$ cat src/rtl/mux_dmux_sched_if.sv
// Handshake bundle between the requesters and the round-robin channel scheduler.
// The scheduler side drives grants and the MUX/DMUX controls; requesters drive req/dest.
interface mux_dmux_sched_if;
   logic [3:0] req;
   logic [7:0] dest;
   logic [3:0] grant;
   logic [1:0] mux_select;
   logic [1:0] dmux_select;
   logic       dmux_enable;
   logic       busy;
   logic       slot_done;

   modport master (
      output req, dest,
      input  grant, mux_select, dmux_select, dmux_enable, busy, slot_done
   );

   modport slave (
      input  req, dest,
      output grant, mux_select, dmux_select, dmux_enable, busy, slot_done
   );
endinterface

$ cat src/rtl/mux_dmux_sched.sv
// Round-robin scheduler granting the shared 4:1 MUX / 1:4 DMUX channel to one of four
// requesters per bounded slot; all outputs are registered.
module mux_dmux_sched #(
   parameter int SLOT_LEN = 4
) (
   input logic            clk,
   input logic            rst,
   mux_dmux_sched_if.slave bus
);

   typedef enum logic [1:0] {IDLE, SETUP, XFER, RELEASE} state_t;

   localparam logic [7:0] SLOT_MAX = 8'(SLOT_LEN);

   state_t     state_q, state_n;
   logic [1:0] last_q, last_n;
   logic [7:0] cnt_q, cnt_n;
   logic [3:0] grant_q, grant_n;
   logic [1:0] mux_q, mux_n;
   logic [1:0] dsel_q, dsel_n;
   logic       en_q, en_n;
   logic       busy_q, busy_n;
   logic       done_q, done_n;

   logic       pick_vld;
   logic [1:0] pick_idx;

   // First requester at or after last+1, wrapping; last itself is checked last.
   function automatic logic [2:0] rr_pick(input logic [3:0] r, input logic [1:0] last);
      logic [2:0] res;
      logic [1:0] idx;
      res = 3'b000;
      for (int k = 4; k >= 1; k--) begin
         idx = last + 2'(k);
         if (r[idx]) res = {1'b1, idx};
      end
      return res;
   endfunction

   assign {pick_vld, pick_idx} = rr_pick(bus.req, last_q);

   always_comb begin
      state_n = state_q;
      last_n  = last_q;
      cnt_n   = cnt_q;
      grant_n = grant_q;
      mux_n   = mux_q;
      dsel_n  = dsel_q;
      en_n    = 1'b0;
      busy_n  = 1'b0;
      done_n  = 1'b0;
      case (state_q)
         IDLE, RELEASE: begin
            if (pick_vld) begin
               // Selects and destination are latched here and frozen for the slot.
               state_n = SETUP;
               grant_n = 4'b0001 << pick_idx;
               mux_n   = pick_idx;
               dsel_n  = bus.dest[{pick_idx, 1'b0} +: 2];
               last_n  = pick_idx;
               busy_n  = 1'b1;
            end else begin
               state_n = IDLE;
               grant_n = 4'b0000;
            end
         end
         SETUP: begin
            state_n = XFER;
            cnt_n   = 8'd1;
            en_n    = 1'b1;
            busy_n  = 1'b1;
         end
         XFER: begin
            busy_n = 1'b1;
            if (cnt_q == SLOT_MAX || !bus.req[mux_q]) begin
               state_n = RELEASE;
               grant_n = 4'b0000;
               done_n  = 1'b1;
            end else begin
               cnt_n = cnt_q + 8'd1;
               en_n  = 1'b1;
            end
         end
         default: begin
            state_n = IDLE;
            grant_n = 4'b0000;
         end
      endcase
   end

   always_ff @(posedge clk or posedge rst) begin
      if (rst) begin
         state_q <= IDLE;
         last_q  <= 2'd3;
         cnt_q   <= 8'd0;
         grant_q <= 4'b0000;
         mux_q   <= 2'd0;
         dsel_q  <= 2'd0;
         en_q    <= 1'b0;
         busy_q  <= 1'b0;
         done_q  <= 1'b0;
      end else begin
         state_q <= state_n;
         last_q  <= last_n;
         cnt_q   <= cnt_n;
         grant_q <= grant_n;
         mux_q   <= mux_n;
         dsel_q  <= dsel_n;
         en_q    <= en_n;
         busy_q  <= busy_n;
         done_q  <= done_n;
      end
   end

   assign bus.grant       = grant_q;
   assign bus.mux_select  = mux_q;
   assign bus.dmux_select = dsel_q;
   assign bus.dmux_enable = en_q;
   assign bus.busy        = busy_q;
   assign bus.slot_done   = done_q;

endmodule

$ cat src/flat_wrapper.sv
// flat-port wrapper written by rule: the top's interface ports become plain ports
module mux_dmux_sched_flat 
#(
   parameter int SLOT_LEN = 4
)
  (clk, rst, bus_req, bus_dest, bus_grant, bus_mux_select, bus_dmux_select, bus_dmux_enable, bus_busy, bus_slot_done);
  mux_dmux_sched_if bus_i ();
  input logic clk;
  input logic rst;
  input wire logic [$bits(bus_i.req)-1:0] bus_req;
  input wire logic [$bits(bus_i.dest)-1:0] bus_dest;
  output wire logic [$bits(bus_i.grant)-1:0] bus_grant;
  output wire logic [$bits(bus_i.mux_select)-1:0] bus_mux_select;
  output wire logic [$bits(bus_i.dmux_select)-1:0] bus_dmux_select;
  output wire logic [$bits(bus_i.dmux_enable)-1:0] bus_dmux_enable;
  output wire logic [$bits(bus_i.busy)-1:0] bus_busy;
  output wire logic [$bits(bus_i.slot_done)-1:0] bus_slot_done;
  assign bus_i.req = bus_req;
  assign bus_i.dest = bus_dest;
  assign bus_grant = bus_i.grant;
  assign bus_mux_select = bus_i.mux_select;
  assign bus_dmux_select = bus_i.dmux_select;
  assign bus_dmux_enable = bus_i.dmux_enable;
  assign bus_busy = bus_i.busy;
  assign bus_slot_done = bus_i.slot_done;
  mux_dmux_sched #(.SLOT_LEN(SLOT_LEN)) u_core (.clk(clk), .rst(rst), .bus(bus_i));
endmodule
$ cat config.mk
export PLATFORM = sky130hd
export DESIGN_NAME = mux_dmux_sched_flat
export DESIGN_NICKNAME = d
export VERILOG_FILES = /design/src/rtl/mux_dmux_sched_if.sv /design/src/rtl/mux_dmux_sched.sv /design/src/flat_wrapper.sv
export SDC_FILE = /design/constraint.sdc
export NUM_CORES = 1
export LEC_CHECK = 0
export CAP_MARGIN = 0
export CORE_MARGIN = 4
export CORE_UTILIZATION = 55
export CTS_CLUSTER_DIAMETER = 40
export DETAILED_ROUTE_END_ITERATION = 8
export DONT_BUFFER_PORTS = 1
export HOLD_SLACK_MARGIN = 0.02
export PLACE_DENSITY = 0.76
export SLEW_MARGIN = 30
export SYNTH_ARGS = -nofsm -noshare
export SYNTH_HDL_FRONTEND = slang
export SYNTH_SLANG_ARGS = --single-unit
$ cat constraint.sdc
create_clock -name clk -period 3.7 [get_ports clk]
set_clock_uncertainty 0.15 [all_clocks]
set_input_delay 0.74 -clock clk [delete_from_list [all_inputs] [get_ports clk]]
set_output_delay 0.74 -clock clk [all_outputs]
set_load 0.02 [all_outputs]
==> results of run 1 <==
logic make-up (layout without fill, tap and decap cells):
| logic type | after synthesis | after routing | share of synthesized area |
|---|---|---|---|
| fa+ha+maj | 4 | 4 | 0.0379 |
| simple gates | 52 | 52 | 0.213 |
| compound gates | 33 | 33 | 0.212 |
| buf+inv | 13 | 13 | 0.0398 |
| xor+xnor | 4 | 4 | 0.0265 |
| flops | 23 | 23 | 0.438 |
| mux | 3 | 3 | 0.0322 |
layout make-up:
type	count	area [sq um]	area share
Clock buffer	4	26.3	0.0193
Tap cell	28	35.0	0.0257
Sequential cell	23	578	0.424
Multi-Input combinational cell	96	689	0.506
Inverter	9	33.8	0.0248
per-layer routing:
metal	vias up	global-route usage
met5	-	0
li1	477	-
met4	0	0.0795
met2	37	0.344
met1	490	0.227
met3	4	0.0430
worst max path at each step:
stage / to / cells after the start / slack [ns] / startpoint
after floorplan: u_core.bus.dmux_select[0] / 6 / 1.54 / bus_req[1]
after global placement: u_core.bus.dmux_select[0] / 5 / 1.45 / bus_req[1]
after detailed placement: u_core.bus.dmux_select[1] / 4 / 1.36 / bus_req[2]
after CTS: u_core.state_q[0] / 6 / 1.45 / u_core.cnt_q[0]
after global routing: u_core.bus.grant[0] / 7 / 1.29 / u_core.state_q[0]
final: u_core.state_q[0] / 6 / 1.44 / u_core.cnt_q[0]
per-stage QoR:
| step | utilization | hold slack (ns) |
|---|---|---|
| after floorplan | - | 0.337 |
| after global routing | 0.604 | 0.235 |
| final | 0.604 | 0.189 |
| after detailed placement | 0.593 | 0.384 |
| after CTS | 0.604 | 0.350 |
| after global placement | 0.593 | 0.375 |
worst register-to-register path, delay by kind of cell (launching register included):
family	cells	cell delay, ns
and+or+nand+nor	2	0.65
adders and majority gates	1	0.16
buffers and inverters	1	0.10
DFF	1	0.45
AOI/OAI and AO/OA	2	0.67
cells in the final DEF (no fill, tap or decap), drive strengths merged, types with 2 or more instances in the layout:
cell type,netlist,layout
a2111oi,3,3
a21boi,2,2
a21o,2,2
a21oi,8,8
a2bb2oi,2,2
a32oi,2,2
and3,2,2
clkbuf,1,4
dfrtp,21,21
dfstp,2,2
ha,4,4
inv,9,8
mux2i,2,2
nand2,9,9
nand2b,4,4
nand3,2,2
nor2,21,21
nor4,3,3
nor4b,2,2
o21ai,4,4
o22ai,2,2
o41ai,3,3
xor2,3,3
sequential cells by signal (all words and copies together), names as in the netlist:
| signal | cells |
|---|---|
| u_core.bus.busy | 1 |
| u_core.bus.dmux_enable | 1 |
| u_core.bus.dmux_select | 2 |
| u_core.bus.grant | 4 |
| u_core.bus.mux_select | 2 |
| u_core.bus.slot_done | 1 |
| u_core.cnt_q | 8 |
| u_core.last_q | 2 |
| u_core.state_q | 2 |
where the power goes:
part           internal (mW)  leakage [nW]  switching, mW
Sequential             0.343         0.284          0.129
Combinational          0.224         0.275          0.372
Clock                 0.0422        0.0150         0.0776
==> run summary, run 1 <==
Outcome: finished clean
Port bufs: 0
Mapped Area: 1320 sq um
Hold buffers post-CTS: 0
CTS tree: built
Period utilisation layout: 0.612
Initial Util: 0.585
Yosys top cell area share: 0.398
Relative slew margins: 0.471
Kind of critical path: reg2reg
Post-layout minimum cycle time: 2.26 ns
Total wire length: 2940 um
Worst-path clk slew: 0.13 ns
Core box area: 2250 sq um
Inst Count DP: 156
Largest cells by area after synthesis: dfrtp_1 (40%), nor2_1 (5.4%), dfstp_2 (4.0%), ha_1 (3.8%), a21oi_1 (3.0%)
GRT Util Overall: 0.195
Leading area contributor after synthesis: dfrtp_1
Met1 WL: 1170 um
Die width: 57.0 um
Slew @ Worst Pin: 0.789 ns
Clk sinks: 23
CP bufs+invs: 1
Pwr Density: 872 nW/um^2
Top cells by count, synth: dfrtp_1 (21), nor2_1 (19), inv_1 (9), nand2_1 (9), a21oi_1 (8)
Place WS: 1.36 ns
Gpl congestion: 0.765
Diode count: 0
Final setup vio count: 0
Crit-path max FO: 6
Cells after Synth: 132
1st-iter DRT viols: 34
Synthesis-to-finish area growth: 3.22%
Register-to-register setup slack: 1.44 ns
Yosys reg bits: 23
Slowest CP cell: or4b_4
Via count: 1008
FF-to-FF path depth: 6
Layout Cells excl Fill: 160
Hold Crit Class: in2async
Final setup margin: 1.44 ns
Highest metal used: met4
Clock latency on the worst-skew pair: 0.32 ns
Die area: 3250 sq um
Worst-path cell chain: inv_1 -> ha_1 -> or4b_4 -> o41ai_4 -> nor2_2 -> a221oi_2
CP Data Required Time: 3.77 ns
Count leader, synth: dfrtp_1
Critical R2R Launch: u_core.cnt_q[0]
Top_reg_cell synth: dfrtp_1
Pwr Total: 1.19 mW
Max Root-Sink Buffers: 2
First-pass GRT wire length: 4860 um
Dpl hpwl: 2240 um
Pin count of the biggest net entering global routing: 24
Die H: 57.0 um
Worst setup SP type: flop
Leakage dissipation: 0.574 nW
Root Buffer: clkbuf_4
Net Count, Synth: 150
Placed standard-cell area: 1340 sq um
F_max: 442 MHz
TNS Setup: 0 ns
Synth Warn #: 0
Syn avg cell area: 10.0 sq um
Routed Antenna Nets: 0
Crit-path leading delay family: compound AO/OA/AOI/OAI gates
Metal3 WL: 208 um
Final hold violations: 0
Drt wl/cell: 18.4 um
Fin. max-slew vios: 0
CP max stage delay: 0.50 ns
Setup Fix Bufs, Post-CTS: 0
Htree depth: 1
Unrepaired setup endpoints after global routing: no
Antenna violations before repair: 0
Reg-to-Reg End: u_core.state_q[0]
Max-cap violations: 0
Register area share after synthesis: 0.438
# DRC: 0
Row cnt: 17
# IOs: 25
Via density: 6.30
Met2 WL: 1530 um
Post-route cell area: 1360 sq um
Number of synthesized flops with an enable pin: 0
Cts repair resizes: 0
Grt ovf: 0
Ys async rst share: 1.00
Synth cell types: 46
Fillcell total: 200
CTS Buf Count: 3
Nets: 151
Number of global-route vias before repair: 1033
Critical path arrival: 2.33 ns
Layout cells sized above 1: 0.114
DRT Pass-1 Iters: 5
Maximum VDD drop: 0.000514 V
Crit. End Element: flop
(Power assumes the default switching activity.)
==> run 2: changes to the inputs <==
Settings changed: PLACE_DENSITY 0.76 to 0.79.
Clock period 3.7 ns to 1.98 ns, I/O delays scaled along.
==> run 2 against run 1 <==
  * The flow now finishes with violations (setup timing)
  * First-iteration DRC count is 12% higher
  * Final cell count increased by 18%
  * Die area unchanged
  * Core utilization up 15 points
  * Count of clock-buffer cells in the layout is the same
  * Final area rose by 25%
  * Largest cell class unchanged
  * Highest routed layer unchanged
==> run summary, run 2 (synthesized netlist as in run 1, its figures left out) <==
Outcome: finished with violations
Failing checks: setup timing
Layout Cells excl Fill: 188
Pin count of the biggest net entering global routing: 24
TNS Setup: -0.715 ns
Clock latency on the worst-skew pair: 0.32 ns
Largest Register: u_core.cnt_q
Die width: 57.0 um
Crit-path leading delay family: simple AND/OR/NAND/NOR gates
Pwr Total: 2.89 mW
Root Buffer: clkbuf_4
Final Util: 0.752
Leading cell type in the layout, fill and taps excluded: buf_4
Final setup margin: -0.132 ns
Die area: 3250 sq um
Max Root-Sink Buffers: 2
Most used cell, CP: nor2_4
Leakage dissipation: 0.728 nW
Critical R2R Launch: u_core.cnt_q[1]
GRT Util Overall: 0.210
Worst-path clk slew: 0.13 ns
Endpoint with the worst hold slack: u_core.bus.busy
Max-cap violations: 0
CP max stage delay: 0.48 ns
Met2 WL: 1970 um
Maximum VDD drop: 0.00115 V
Port bufs: 0
Final setup vio count: 12
CP Data Required Time: 2.04 ns
Layout cells sized above 1: 0.394
Inst Count DP: 175
WHS: 0.172 ns
Internal power: 1.55 mW
Fillcell total: 154
Worst-path cell chain: inv_2 -> ha_4 -> or4b_4 -> o41a_4 -> nor2_4 -> nor2_4 -> a2bb2oi_2
Placed standard-cell area: 1480 sq um
Kind of critical path: reg2reg
Met1 WL: 1440 um
CP bufs+invs: 1
Switching Share: 0.462
Clk sinks: 23
Clock Power Share: 0.077
Register-to-register setup slack: -0.13 ns
Hold Crit Class: in2reg
P_sw: 1.34 mW
Gate power share: 0.620
Row cnt: 17
# DRC: 0
Min-Delay Startpoint: bus_req[0]
Metal3 WL: 161 um
F_max: 474 MHz
Grt ovf: 0
Gpl congestion: 0.875
Crit-path max FO: 4
Final hold violations: 0
Crit. End Element: flop
Unrepaired setup endpoints after global routing: yes
Critical path arrival: 2.17 ns
Fin. max-slew vios: 0
Via density: 6.20
Nets: 179
Highest metal used: met4
Dpl hpwl: 2390 um
CTS tree: built
Period utilisation layout: 1.07
FF-to-FF path depth: 7
1st-iter DRT viols: 38
Pwr Density: 1700 nW/um^2
Seq pwr share: 0.303
Slowest CP cell: or4b_4
Routed Antenna Nets: 0
Synthesis-to-finish area growth: 28.5%
# IOs: 25
Worst setup SP type: flop
Slew @ Worst Pin: 0.483 ns
Total wire length: 3680 um
Hold path depth: 3
Die H: 57.0 um
Antenna violations before repair: 0
Drt wl/cell: 19.6 um
Htree depth: 1
CTS Buf Count: 3
Core box area: 2250 sq um
Place WS: -0.0858 ns
Diode count: 0
Initial Util: 0.585
Post-route cell area: 1700 sq um
Largest register FFs: 8
Relative slew margins: 0.673
First-pass GRT wire length: 5350 um
Post-layout minimum cycle time: 2.11 ns
Via count: 1166
DRT Pass-1 Iters: 7
Number of global-route vias before repair: 1189
Most frequent cells in the layout: buf_4 (25), dfrtp_1 (21), nor2_1 (17)
Reg-to-Reg End: u_core.cnt_q[0]
run 2: power by group through the flow:
stage,Sequential [mW],Clock [mW],Combinational [mW]
2_1_floorplan,0.846,0,0.925
3_3_place_gp,0.859,0,1.35
3_5_place_dp,0.868,0,1.40
4_1_cts,0.861,0.220,1.51
5_1_grt,0.891,0.240,1.95
6_report,0.876,0.222,1.79
run 2: per-layer routing:
layer,GRT usage,vias up
li1,-,534
met1,0.232,581
met2,0.382,38
met3,0.0407,13
met4,0.103,0
met5,0,-
run 2: final cells by class:
| type | count | area [sq um] | area share |
|---|---|---|---|
| well taps | 28 | 35.0 | 0.0206 |
| flip-flops and latches | 23 | 578 | 0.341 |
| multi-input cells | 96 | 803 | 0.473 |
| repair buffers | 28 | 220 | 0.130 |
| clock buffers | 4 | 26.3 | 0.0155 |
| inverters | 9 | 33.8 | 0.0199 |
run 2: worst max path at each step:
stage | startpoint | endpoint | slack [ns] | cells past startpoint
5_1_grt | u_core.cnt_q[1] | u_core.cnt_q[0] | -0.19 | 7
4_1_cts | u_core.cnt_q[0] | u_core.state_q[0] | -0.08 | 7
6_report | u_core.cnt_q[1] | u_core.cnt_q[0] | -0.13 | 7
2_1_floorplan | u_core.cnt_q[0] | u_core.cnt_q[0] | 0.005 | 7
3_3_place_gp | u_core.cnt_q[1] | u_core.bus.grant[3] | -0.01 | 7
3_5_place_dp | u_core.cnt_q[1] | u_core.state_q[0] | -0.09 | 6
run 2: timing repair:
| action | in CTS | in global routing |
|---|---|---|
| gates resized for setup | 8 | 20 |
| hold endpoints to repair | 21 | 0 |
| endpoints found under the setup margin | 10 | 17 |
| setup buffers | 4 | 5 |
| pin swaps | 4 | 7 |
| hold buffers | 1 | 0 |
run 2: tightest hold or removal path: stages:
cell     delay (ns)
nor4_2         0.02
buf_4          0.13
nand2_1        0.07
==> RTL change: new RTL, flow settings as in run 2 <==
Encoding of `state_t`: now Gray code (2 bits for 4 states).
--- a/src/rtl/mux_dmux_sched.sv
+++ b/src/rtl/mux_dmux_sched.sv
@@ -10,3 +10,3 @@
 
-   typedef enum logic [1:0] {IDLE, SETUP, XFER, RELEASE} state_t;
+   typedef enum logic [1:0] {IDLE = 2'b00, SETUP = 2'b01, XFER = 2'b11, RELEASE = 2'b10} state_t;
 
Function: same outputs for any inputs over 10 cycles, from zero or initial values and one cycle with rst high; not proved beyond that.
==> RTL change against run 2 <==
Sequential cell count stayed put; clock power is 8% lower; final cell count down 10%; maximum frequency down 1.2%; routed wire length decreased by 30%; largest power group unchanged; synthesized cell count is 9.1% lower; area after synthesis shrank 7.4%; total power shrank 25%; combinational power decreased by 44%; worst setup slack got worse by 25 ps; first-iteration DRC count is 45% lower; die area shrank 6.4%; design area down 15%; the run still ends with negative setup slack left.
==> RTL change: results (changes against run 2) <==
- GP Congestion: 0.795 (-9.2%)
- The detailed route wirelength on metal3 was 109 um (-32%).
* Avg Inst Size Synth: 10.2 um^2 (+1.9%)
- Count of buffers added by post-CTS timing repair for setup: 3 (-1)
- The worst hold slack is 162 ps (-10.7 ps).
- Sum of net half-perimeters after detailed placement: 1940 um (-19%)
- Post-layout worst setup margin: -157 ps (-25.5 ps)
- Number of standard cells in the layout, taps in and fillers out: 169 (-10%)
* Routed wire length on met2: 1240 um (-37%)
- By area the synthesized netlist is led by sky130_fd_sc_hd__dfrtp_1 43%, sky130_fd_sc_hd__dfstp_2 4.3%, sky130_fd_sc_hd__a211oi_1 3.7%.
* Total GRT Usage: 19.0% (-2.0 points)
- The fraction of layout instances using a drive strength above 1 is 28.2% (-11 points).
* Sequential share of the synthesized area: 47.3% (+3.5 points)
* First drt pass iteration count: 4 (-3)
- Multiplexer fraction of the synthesized cell area: 5.53% (+2.3 points)
- The worst hold path terminates at u_core.bus.dmux_select[0].
- The number of instances resized during post-cts repair is 4 (-4).
* First-pass GRT wire length: 4050 um (-24%)
- The final reports fail on negative setup slack.
- The met1 usage in global routing came to 23.9% (+0.70 points).
* Total instance count after detailed placement: 158 (-9.7%)
- The number of DRC markers after the initial detailed-route iteration is 21 (-45%).
- The biggest fanout along the worst timing path was 6 (+2).
* Netlist cell types: 40 (-13%)
- Final setup fails: 11 (-1)
- Status: complete, but fails checks
* Destination of the critical timing path: u_core.bus.grant[0]
* Cells on Worst Hold Path: 2 (-1)
- Largest net degree at the start of global routing: 21 (-13%)
* Maximum resistive drop on vdd: 0.953 mV (-17%)
==> RTL change: cell types whose count changed in the layout (fill, tap and decap cells not counted), moves of 3 or more <==
cell,run 2,this run
sky130_fd_sc_hd__buf_4,25,21
sky130_fd_sc_hd__and3_1,2,5
sky130_fd_sc_hd__nor2_4,3,0
sky130_fd_sc_hd__nor2_1,17,8
sky130_fd_sc_hd__o21ai_1,3,6
sky130_fd_sc_hd__xor2_1,3,0
sky130_fd_sc_hd__nand3_1,2,5
sky130_fd_sc_hd__a211oi_1,1,6
sky130_fd_sc_hd__a21oi_2,3,0
==> RTL change: area by class of cell <==
class                           count  area (um^2)
Timing Repair Buffer               22          168
Clock buffer                        3         22.5
Multi-Input combinational cell     84          607
Clock inverter                      1         5.00
Tap cell                           27         33.8
Inverter                            9         33.8
Fill cell                         157          594
Sequential cell                    23          578
